$ cat src/rtl/freq_scan_sequencer.sv
// Frequency-counter scan sequencer.
// Walks the DUT index across the input mux. For every design enabled in the
// latched mask it selects the input, waits a settle interval, fires one
// measurement and collects the count, falling back to an all-ones timeout
// result. Each result is offered on a valid/ready beat.
module freq_scan_sequencer #(
    parameter int NDESIGNS       = 24,
    parameter int DATA_WIDTH     = 16,
    parameter int COUNT_WIDTH    = 32,
    parameter int SETTLE_CYCLES  = 16,
    parameter int TIMEOUT_CYCLES = 1000000
) (
    input  logic                   Clock,
    input  logic                   Reset,
    input  logic                   start,
    input  logic [NDESIGNS-1:0]    design_mask,
    output logic [DATA_WIDTH-1:0]  select_input,
    output logic                   mux_enable,
    output logic                   meas_start,
    input  logic                   meas_done,
    input  logic [COUNT_WIDTH-1:0] meas_count,
    output logic                   result_valid,
    input  logic                   result_ready,
    output logic [DATA_WIDTH-1:0]  result_index,
    output logic [COUNT_WIDTH-1:0] result_count,
    output logic                   result_timeout,
    output logic                   busy,
    output logic                   scan_done
);

    localparam int IDX_W = (NDESIGNS > 1) ? $clog2(NDESIGNS) : 1;
    localparam int SET_W = $clog2(SETTLE_CYCLES + 1);
    localparam int TO_W  = $clog2(TIMEOUT_CYCLES + 1);

    localparam logic [IDX_W-1:0] LAST_IDX    = IDX_W'(NDESIGNS - 1);
    localparam logic [SET_W-1:0] SETTLE_LOAD = SET_W'(SETTLE_CYCLES - 1);
    // The counter holds (WAIT cycles - 1); the timeout fires on the WAIT
    // cycle where it would step to TIMEOUT_CYCLES-1, so the result appears
    // exactly TIMEOUT_CYCLES clocks after the meas_start cycle.
    localparam logic [TO_W-1:0]  TO_LAST     = TO_W'(TIMEOUT_CYCLES - 2);

    localparam logic [2:0] S_IDLE    = 3'd0;
    localparam logic [2:0] S_SEEK    = 3'd1;
    localparam logic [2:0] S_SETTLE  = 3'd2;
    localparam logic [2:0] S_TRIGGER = 3'd3;
    localparam logic [2:0] S_WAIT    = 3'd4;
    localparam logic [2:0] S_REPORT  = 3'd5;
    localparam logic [2:0] S_FINISH  = 3'd6;

    logic [2:0]          state;
    logic [NDESIGNS-1:0] mask;
    logic [IDX_W-1:0]    index;
    logic [SET_W-1:0]    settle_cnt;
    logic [TO_W-1:0]     to_cnt;

    // Single-cycle strobes and status are pure decodes of the state.
    assign meas_start   = (state == S_TRIGGER);
    assign result_valid = (state == S_REPORT);
    assign scan_done    = (state == S_FINISH);
    assign busy         = (state != S_IDLE);

    // Scan FSM with its index, settle and timeout counters and result hold.
    always_ff @(posedge Clock) begin
        if (Reset) begin
            state          <= S_IDLE;
            mask           <= '0;
            index          <= '0;
            settle_cnt     <= '0;
            to_cnt         <= '0;
            select_input   <= '0;
            mux_enable     <= 1'b0;
            result_index   <= '0;
            result_count   <= '0;
            result_timeout <= 1'b0;
        end else begin
            case (state)
                S_IDLE: begin
                    if (start) begin
                        mask  <= design_mask;
                        index <= '0;
                        state <= S_SEEK;
                    end
                end
                S_SEEK: begin
                    if (mask[index]) begin
                        select_input <= DATA_WIDTH'(index);
                        mux_enable   <= 1'b1;
                        settle_cnt   <= SETTLE_LOAD;
                        state        <= S_SETTLE;
                    end else if (index == LAST_IDX) begin
                        state <= S_FINISH;
                    end else begin
                        index <= index + 1'b1;
                    end
                end
                S_SETTLE: begin
                    if (settle_cnt == '0) state <= S_TRIGGER;
                    else                  settle_cnt <= settle_cnt - 1'b1;
                end
                S_TRIGGER: begin
                    to_cnt <= '0;
                    state  <= S_WAIT;
                end
                S_WAIT: begin
                    // A done on the final cycle still counts as a real result.
                    if (meas_done) begin
                        result_count   <= meas_count;
                        result_timeout <= 1'b0;
                        result_index   <= DATA_WIDTH'(index);
                        state          <= S_REPORT;
                    end else if (to_cnt == TO_LAST) begin
                        result_count   <= '1;
                        result_timeout <= 1'b1;
                        result_index   <= DATA_WIDTH'(index);
                        state          <= S_REPORT;
                    end else begin
                        to_cnt <= to_cnt + 1'b1;
                    end
                end
                S_REPORT: begin
                    if (result_ready) begin
                        mux_enable <= 1'b0;
                        if (index == LAST_IDX) begin
                            state <= S_FINISH;
                        end else begin
                            index <= index + 1'b1;
                            state <= S_SEEK;
                        end
                    end
                end
                S_FINISH: begin
                    mux_enable <= 1'b0;
                    state      <= S_IDLE;
                end
                default: state <= S_IDLE;
            endcase
        end
    end

endmodule

$ cat config.mk
export PLATFORM = sky130hd
export DESIGN_NAME = freq_scan_sequencer
export DESIGN_NICKNAME = d
export VERILOG_FILES = /design/src/rtl/freq_scan_sequencer.sv
export SDC_FILE = /design/constraint.sdc
export NUM_CORES = 1
export LEC_CHECK = 0
export CORE_ASPECT_RATIO = 0.9
export CORE_MARGIN = 10
export CORE_UTILIZATION = 51
export DETAILED_ROUTE_END_ITERATION = 12
export PLACE_DENSITY = 0.85
export SYNTH_ARGS = -nofsm -noshare
export SYNTH_HDL_FRONTEND = slang
export SYNTH_SLANG_ARGS = --single-unit
$ cat constraint.sdc
create_clock -name Clock -period 4 [get_ports Clock]
set_clock_uncertainty 0.15 [all_clocks]
set_input_delay 0.4 -clock Clock [delete_from_list [all_inputs] [get_ports Clock]]
set_output_delay 0.4 -clock Clock [all_outputs]
set_load 0.005 [all_outputs]
==> flow_metrics.tcl, run 1 <==
set metrics [dict create \
    cp.required_ns 4.13 \
    synth_top_flop_cell "dfxtp_1" \
    antenna_found_initial 0 \
    startpoint "index[0]" \
    synth_cells 560 \
    ys_warn_count 0 \
    cp-start-kind "flop" \
    arrival_ns 3.08 \
    drc 0 \
    cts-root-buf "clkbuf_8" \
    end_kind "flop" \
    power_density_nw_per_um2 522 \
    tritoncts "done" \
    ys_seq_area_frac 0.448 \
    syn_area_um2 4510 \
    cpPeakStageDelay_ns 0.63 \
    antenna_cells 0 \
    fmax_mhz 340 \
    final_area_um2 5740 \
    drive_gt1_frac 0.0399 \
    gp_congestion 0.841 \
    max_cap_viol_count 0 \
    cts_sinks 101 \
    cp_max_fo 24 \
    nets 713 \
    worstMarginPinSlew_ns 1.13 \
    die_h_um 109 \
    grt_pass1_vias 3860 \
    post-route-period-util 0.736 \
    vdd_drop_max_uv 327 \
    finalSetupViolCount 0 \
    dieArea_um2 13000 \
    synth_compound_area_frac 0.0837 \
    synthXorXnorAreaFrac 0.0388 \
    setup_ws_ns 1.06 \
    dpl-instance-area_um2 5540 \
    r2r_end "mask[1]" \
    slew_headroom 0.243 \
    rsz0062_at_grt "no" \
    path_clk_slew_ns 0.10 \
    setup_tns_ns 0 \
    min_path_type "reg -> reg" \
    coreArea_um2 8610 \
    muxShareOfSynthArea 0.0560 \
    vias 3985 \
    hold_viol_final 0 \
    wl_per_cell_um 14.6 \
    die_w_um 119 \
    clk_path_buf_depth 2 \
    grt_use_total 0.170 \
    grt_max_degree 58 \
    fillers 733 \
    r2r_cells 8 \
    final_common_cell "nor2_1" \
    regToRegSetupSlack_ns 1.06 \
    ys_async_sr_fraction 0 \
    cts_resized 0 \
    htree_levels 3 \
    synth_fa_ha_area_frac 0.0139 \
    endpoint "mask[1]" \
    synth_cell_type_count 47 \
    synth_enable_flop_cells 0 \
    drt_iter0_drc 363 \
    final_antenna_net_count 0 \
    ys_ff_latch 101 \
    power_leakage_nw 2.09 \
    post-cts-setup-buffers 0 \
    crit_chain "buf_4 > ha_1 > nand4_1 > mux2i_1 > o21ai_0 > nand3_1 > nand2_1 > a21oi_1" \
    cts_buffers 9 \
    viasPerCell 5.17 \
    syn_avg_cell_area_um2 8.06 \
    final_cell_mix "nor2_1 (110), clkdlybuf4s50_1 (107), dfxtp_1 (101)" \
    port_buffers 108 \
    worst_hold_slack_ns 0.308 \
    dp_slack_ns 1.08 \
    routed_wl_mm 11.3 \
    final.min_clock_period_ns 2.94 \
    cp_slowest_cell "nand3_1" \
    syn2layout_area_growth_pct 27.2 \
    start_util 0.524 \
    io_pins 131 \
    yosys.area_share.simple 0.280 \
    status "finished, final reports clean" \
    reg2reg_from "index[0]" \
    rows 32 \
    grt_overflow_total 0 \
    final_max_slew_viol_count 0 \
    grt_pass1_wl_mm 18.6 \
    path_class "reg -> reg" \
    synth_top_family_by_area "simple AND/OR/NAND/NOR gates" \
    dr.pass1.iters 4 \
    clk_latency_ns 0.36 \
    hold_buffers 0 \
    hpwl_mm 8.38 \
]
==> state kept, by name, indices dropped and copies added (netlist names), 3 cells and up <==
| register | flops |
|---|---|
| index | 5 |
| result_count | 32 |
| state | 3 |
| mask | 24 |
| settle_cnt | 5 |
| result_index | 5 |
| select_input | 5 |
| to_cnt | 20 |
==> synthesized netlist by cell type, drive strengths merged (2+ instances only) <==
library cell	number	share of area
nor4b	2	0.0039
nor2	110	0.092
and3	5	0.0072
or2	2	0.0028
nand4	10	0.014
o21ai	9	0.010
inv	9	0.0075
nand3	15	0.017
and2	4	0.0055
nor2b	5	0.0069
a31oi	3	0.0042
a221oi	2	0.0039
a22oi	3	0.0050
a21oi	33	0.037
nand3b	2	0.0033
nand2	64	0.053
buf	31	0.049
clkbuf	27	0.022
xor2	16	0.031
and4	3	0.0058
or3	4	0.0055
dfxtp	101	0.45
a211oi	3	0.0050
nor4	3	0.0055
mux2i	23	0.051
nand2b	5	0.0069
ha	5	0.014
nor3	43	0.048
xnor2	4	0.0078
==> power breakdown <==
group | leakage (nW) | internal (W) | switching (W)
combinational | 1.17 | 0.000481 | 0.000536
sequential | 0.819 | 0.00118 | 0.000152
clock | 0.101 | 0.000295 | 0.000356
==> routing by layer <==
layer | GRT usage | share of wire | up-vias | routed length (µm)
met5 | 0 | 0 | - | 0
met3 | 0.0512 | 0.055 | 10 | 617
li1 | - | - | 2016 | -
met4 | 0.0427 | 0.0081 | 0 | 91
met2 | 0.305 | 0.52 | 98 | 5910
met1 | 0.194 | 0.41 | 1861 | 4650
==> through the flow <==
step           total power [W]  cells   util
2_1_floorplan          0.00202    581      -
3_3_place_gp           0.00233    755  0.644
3_5_place_dp           0.00238    755  0.644
4_1_cts                0.00303    771  0.667
5_1_grt                0.00322    771  0.667
6_report               0.00300    771  0.667
==> worst min-delay path by stage <==
stage	depth (start not counted)	end	slack, ns	from
after detailed placement	2	mask[18]	0.30	mask[18]
after global routing	2	mask[10]	0.33	mask[10]
after global placement	2	mask[17]	0.29	mask[17]
after floorplan	2	mask[18]	0.28	mask[18]
after CTS	2	mask[18]	0.31	mask[18]
final	2	mask[18]	0.31	mask[18]
==> cell families (layout without fill, tap and decap cells) <==
kind of cell | count (synthesis) | after routing
and+or+nand+nor | 279 | 279
DFF | 101 | 101
buffers and inverters | 67 | 138
AOI/OAI and AO/OA | 63 | 63
muxes | 24 | 24
xor gates and xnor gates | 20 | 20
adders and majority gates | 5 | 5
other | 1 | 22
==> worst max-delay path, delay by kind of cell, from the launching register on <==
family / cells / cell delay, ns
muxes: 1 / 0.43
and+or+nand+nor: 3 / 1.11
adders and majority gates: 1 / 0.26
buffers and inverters: 1 / 0.27
DFF: 1 / 0.32
AOI/OAI and AO/OA: 2 / 0.33
==> final cells by class <==
type / instances / area, µm² / area share
Sequential cell: 101 / 2020 / 0.352
Clock inverter: 6 / 70.1 / 0.0122
Inverter: 9 / 33.8 / 0.00589
Tap cell: 119 / 149 / 0.0259
Multi-Input combinational cell: 413 / 2220 / 0.387
Timing Repair Buffer: 113 / 1110 / 0.194
Clock buffer: 10 / 128 / 0.0222
No activity file was read; power rests on OpenSTA's default activity.
==> run 2, diff against run 1 <==
--- a/config.mk
+++ b/config.mk
@@ -7,9 +7,9 @@
 export LEC_CHECK = 0
 export CORE_ASPECT_RATIO = 0.9
 export CORE_MARGIN = 10
-export CORE_UTILIZATION = 51
+export CORE_UTILIZATION = 43
 export DETAILED_ROUTE_END_ITERATION = 12
-export PLACE_DENSITY = 0.85
+export PLACE_DENSITY = 0.76
 export SYNTH_ARGS = -nofsm -noshare
 export SYNTH_HDL_FRONTEND = slang
 export SYNTH_SLANG_ARGS = --single-unit
==> constraint.sdc (replaced) <==
create_clock -name Clock -period 2.5 [get_ports Clock]
set_clock_uncertainty 0.15 [all_clocks]
set_input_delay 0.25 -clock Clock [delete_from_list [all_inputs] [get_ports Clock]]
set_output_delay 0.25 -clock Clock [all_outputs]
set_load 0.005 [all_outputs]
==> run 2 against run 1 <==
Cell area is 3.8% higher. Final cell count is 2.5% higher. Largest cell class unchanged. Register-to-register slack worse by 0.85 ns. Utilization is 8.6 points lower. Clock-buffer cell count stayed put. Maximum frequency is 28% higher. Non-clock buffer count is 10 higher. Sequential cell count stayed put. Die area is 15% higher. Global-route usage is 2.2 points lower. Wire length is 3.0% higher. First-iteration DRC count is 47% lower.
==> flow_metrics.tcl, run 2 (same netlist as run 1, synthesis figures left out) <==
set metrics [dict create \
    grt_use_total 0.147 \
    post-route-period-util 0.917 \
    cts-root-buf "clkbuf_16" \
    status "finished, final reports clean" \
    vias 3959 \
    met2_usage 0.268 \
    final.min_clock_period_ns 2.29 \
    startpoint "index[0]" \
    die_w_um 128 \
    stdcell_count 790 \
    met1_usage 0.166 \
    worstMarginPinSlew_ns 0.719 \
    grt_overflow_total 0 \
    top_register "result_count" \
    hold_viol_final 0 \
    viasPerCell 5.01 \
    grt_pass1_wl_mm 18.5 \
    clk_path_buf_depth 2 \
    path_clk_slew_ns 0.07 \
    drt_iter0_drc 191 \
    worst-path-buf-inv 1 \
    hpwl_mm 8.66 \
    largest_register_ffs 32 \
    fillers 902 \
    hold_buffers 0 \
    path_depth 8 \
    syn2layout_area_growth_pct 32.0 \
    reg.largest.list "result_count (32), mask (24), to_cnt (20)" \
    r2r_cells 8 \
    cts_resized 0 \
    busiest_layer "met2" \
    vdd_drop_max_uv 483 \
    final_antenna_net_count 0 \
    antenna_cells 0 \
    slew_headroom 0.521 \
    register_area_um2 2020 \
    clk_latency_ns 0.34 \
    arrival_ns 2.40 \
    reg2reg_from "index[0]" \
    end_kind "flop" \
    r2r_end "index[0]" \
    dieArea_um2 15000 \
    cp_max_fo 7 \
    gp_congestion 0.903 \
    rows 35 \
    finalSetupViolCount 0 \
    cp.required_ns 2.61 \
    crit_family "compound AO/OA/AOI/OAI gates" \
    max_cap_viol_count 0 \
    cpPeakStageDelay_ns 0.35 \
    coreArea_um2 10200 \
    multi_input_area_um2 2240 \
    worst_hold_slack_ns 0.310 \
    drc 0 \
    min_path_type "reg -> reg" \
    endpoint "index[0]" \
    regToRegSetupSlack_ns 0.21 \
    power_leakage_nw 2.19 \
    final_common_cell "nor2_1" \
    final_cell_mix "nor2_1 (110), clkdlybuf4s50_1 (107), dfxtp_1 (100)" \
    grtUsageMet3 0.0459 \
    htree_levels 3 \
    crit_chain "buf_4 > ha_1 > nand4_1 > mux2i_1 > o21ai_0 > a31oi_2 > or3_1 > a21oi_1" \
    setup_tns_ns 0 \
    io_pins 131 \
    port_buffers 108 \
    cts_sinks 101 \
    wl_per_cell_um 14.7 \
    path_class "reg -> reg" \
    drive_gt1_frac 0.0590 \
    antenna_found_initial 0 \
    routed_wl_mm 11.6 \
    nets 723 \
    dr.pass1.iters 5 \
    power_density_nw_per_um2 882 \
    grt_pass1_vias 3900 \
    grt_max_degree 42 \
    placedCellCount 775 \
    post-cts-setup-buffers 0 \
    tritoncts "done" \
    cp-start-kind "flop" \
    fmax_mhz 436 \
    cts_buffers 9 \
    die_h_um 117 \
    cp_slowest_cell "or3_1" \
    start_util 0.440 \
    final_max_slew_viol_count 0 \
]
==> run 2: cell count changes in the layout (fill, tap and decap cells not counted), sizes merged <==
cell / previous run / this run
buf: 6 / 16
clkinv: 3 / 2
clkinvlp: 0 / 1
inv: 11 / 10
==> run 2: per-stage QoR <==
stage	setup WS, ns	utilization	total power (W)	instance area [µm²]
3_5_place_dp	0.175	0.551	0.00387	5640
4_1_cts	0.0861	0.580	0.00528	5940
6_report	0.207	0.581	0.00525	5960
2_1_floorplan	0.282	-	0.00323	4590
3_3_place_gp	0.274	0.551	0.00381	5640
5_1_grt	-0.00953	0.581	0.00561	5960
==> run 2: how the worst min path moves through the flow <==
stage               cells past startpoint               to       startpoint
floorplan                               2         mask[16]  design_mask[16]
global placement                        2         mask[13]         mask[13]
detailed placement                      2          mask[6]          mask[6]
CTS                                     2  result_index[1]            Reset
global route                            3         mask[20]  design_mask[20]
finish                                  2          mask[6]          mask[6]
==> run 2: metal layers <==
layer | vias to the layer above | part of all wire
met2 | 110 | 0.51
met5 | - | 0
met3 | 9 | 0.067
met4 | 0 | 0.0096
li1 | 2028 | -
met1 | 1812 | 0.41
==> run 2: where the power goes <==
part           internal (W)  leakage (nW)  switching, W
clock              0.000801         0.145      0.000595
sequential          0.00189         0.820      0.000188
combinational      0.000845          1.22      0.000935
==> run 2: final cells by class <==
| cell class | instances | share of cell area |
|---|---|---|
| flip-flops and latches | 101 | 0.340 |
| inverters | 9 | 0.00567 |
| clock inverters | 5 | 0.0101 |
| well taps | 129 | 0.0271 |
| clock buffers | 10 | 0.0401 |
| repair buffers | 123 | 0.202 |
| multi-input cells | 413 | 0.376 |
==> run 2: tightest hold or removal path, stage by stage (launching register included) <==
cell and delay (ns):
dfxtp_1 0.31, nand2_1 0.05, a21oi_1 0.05
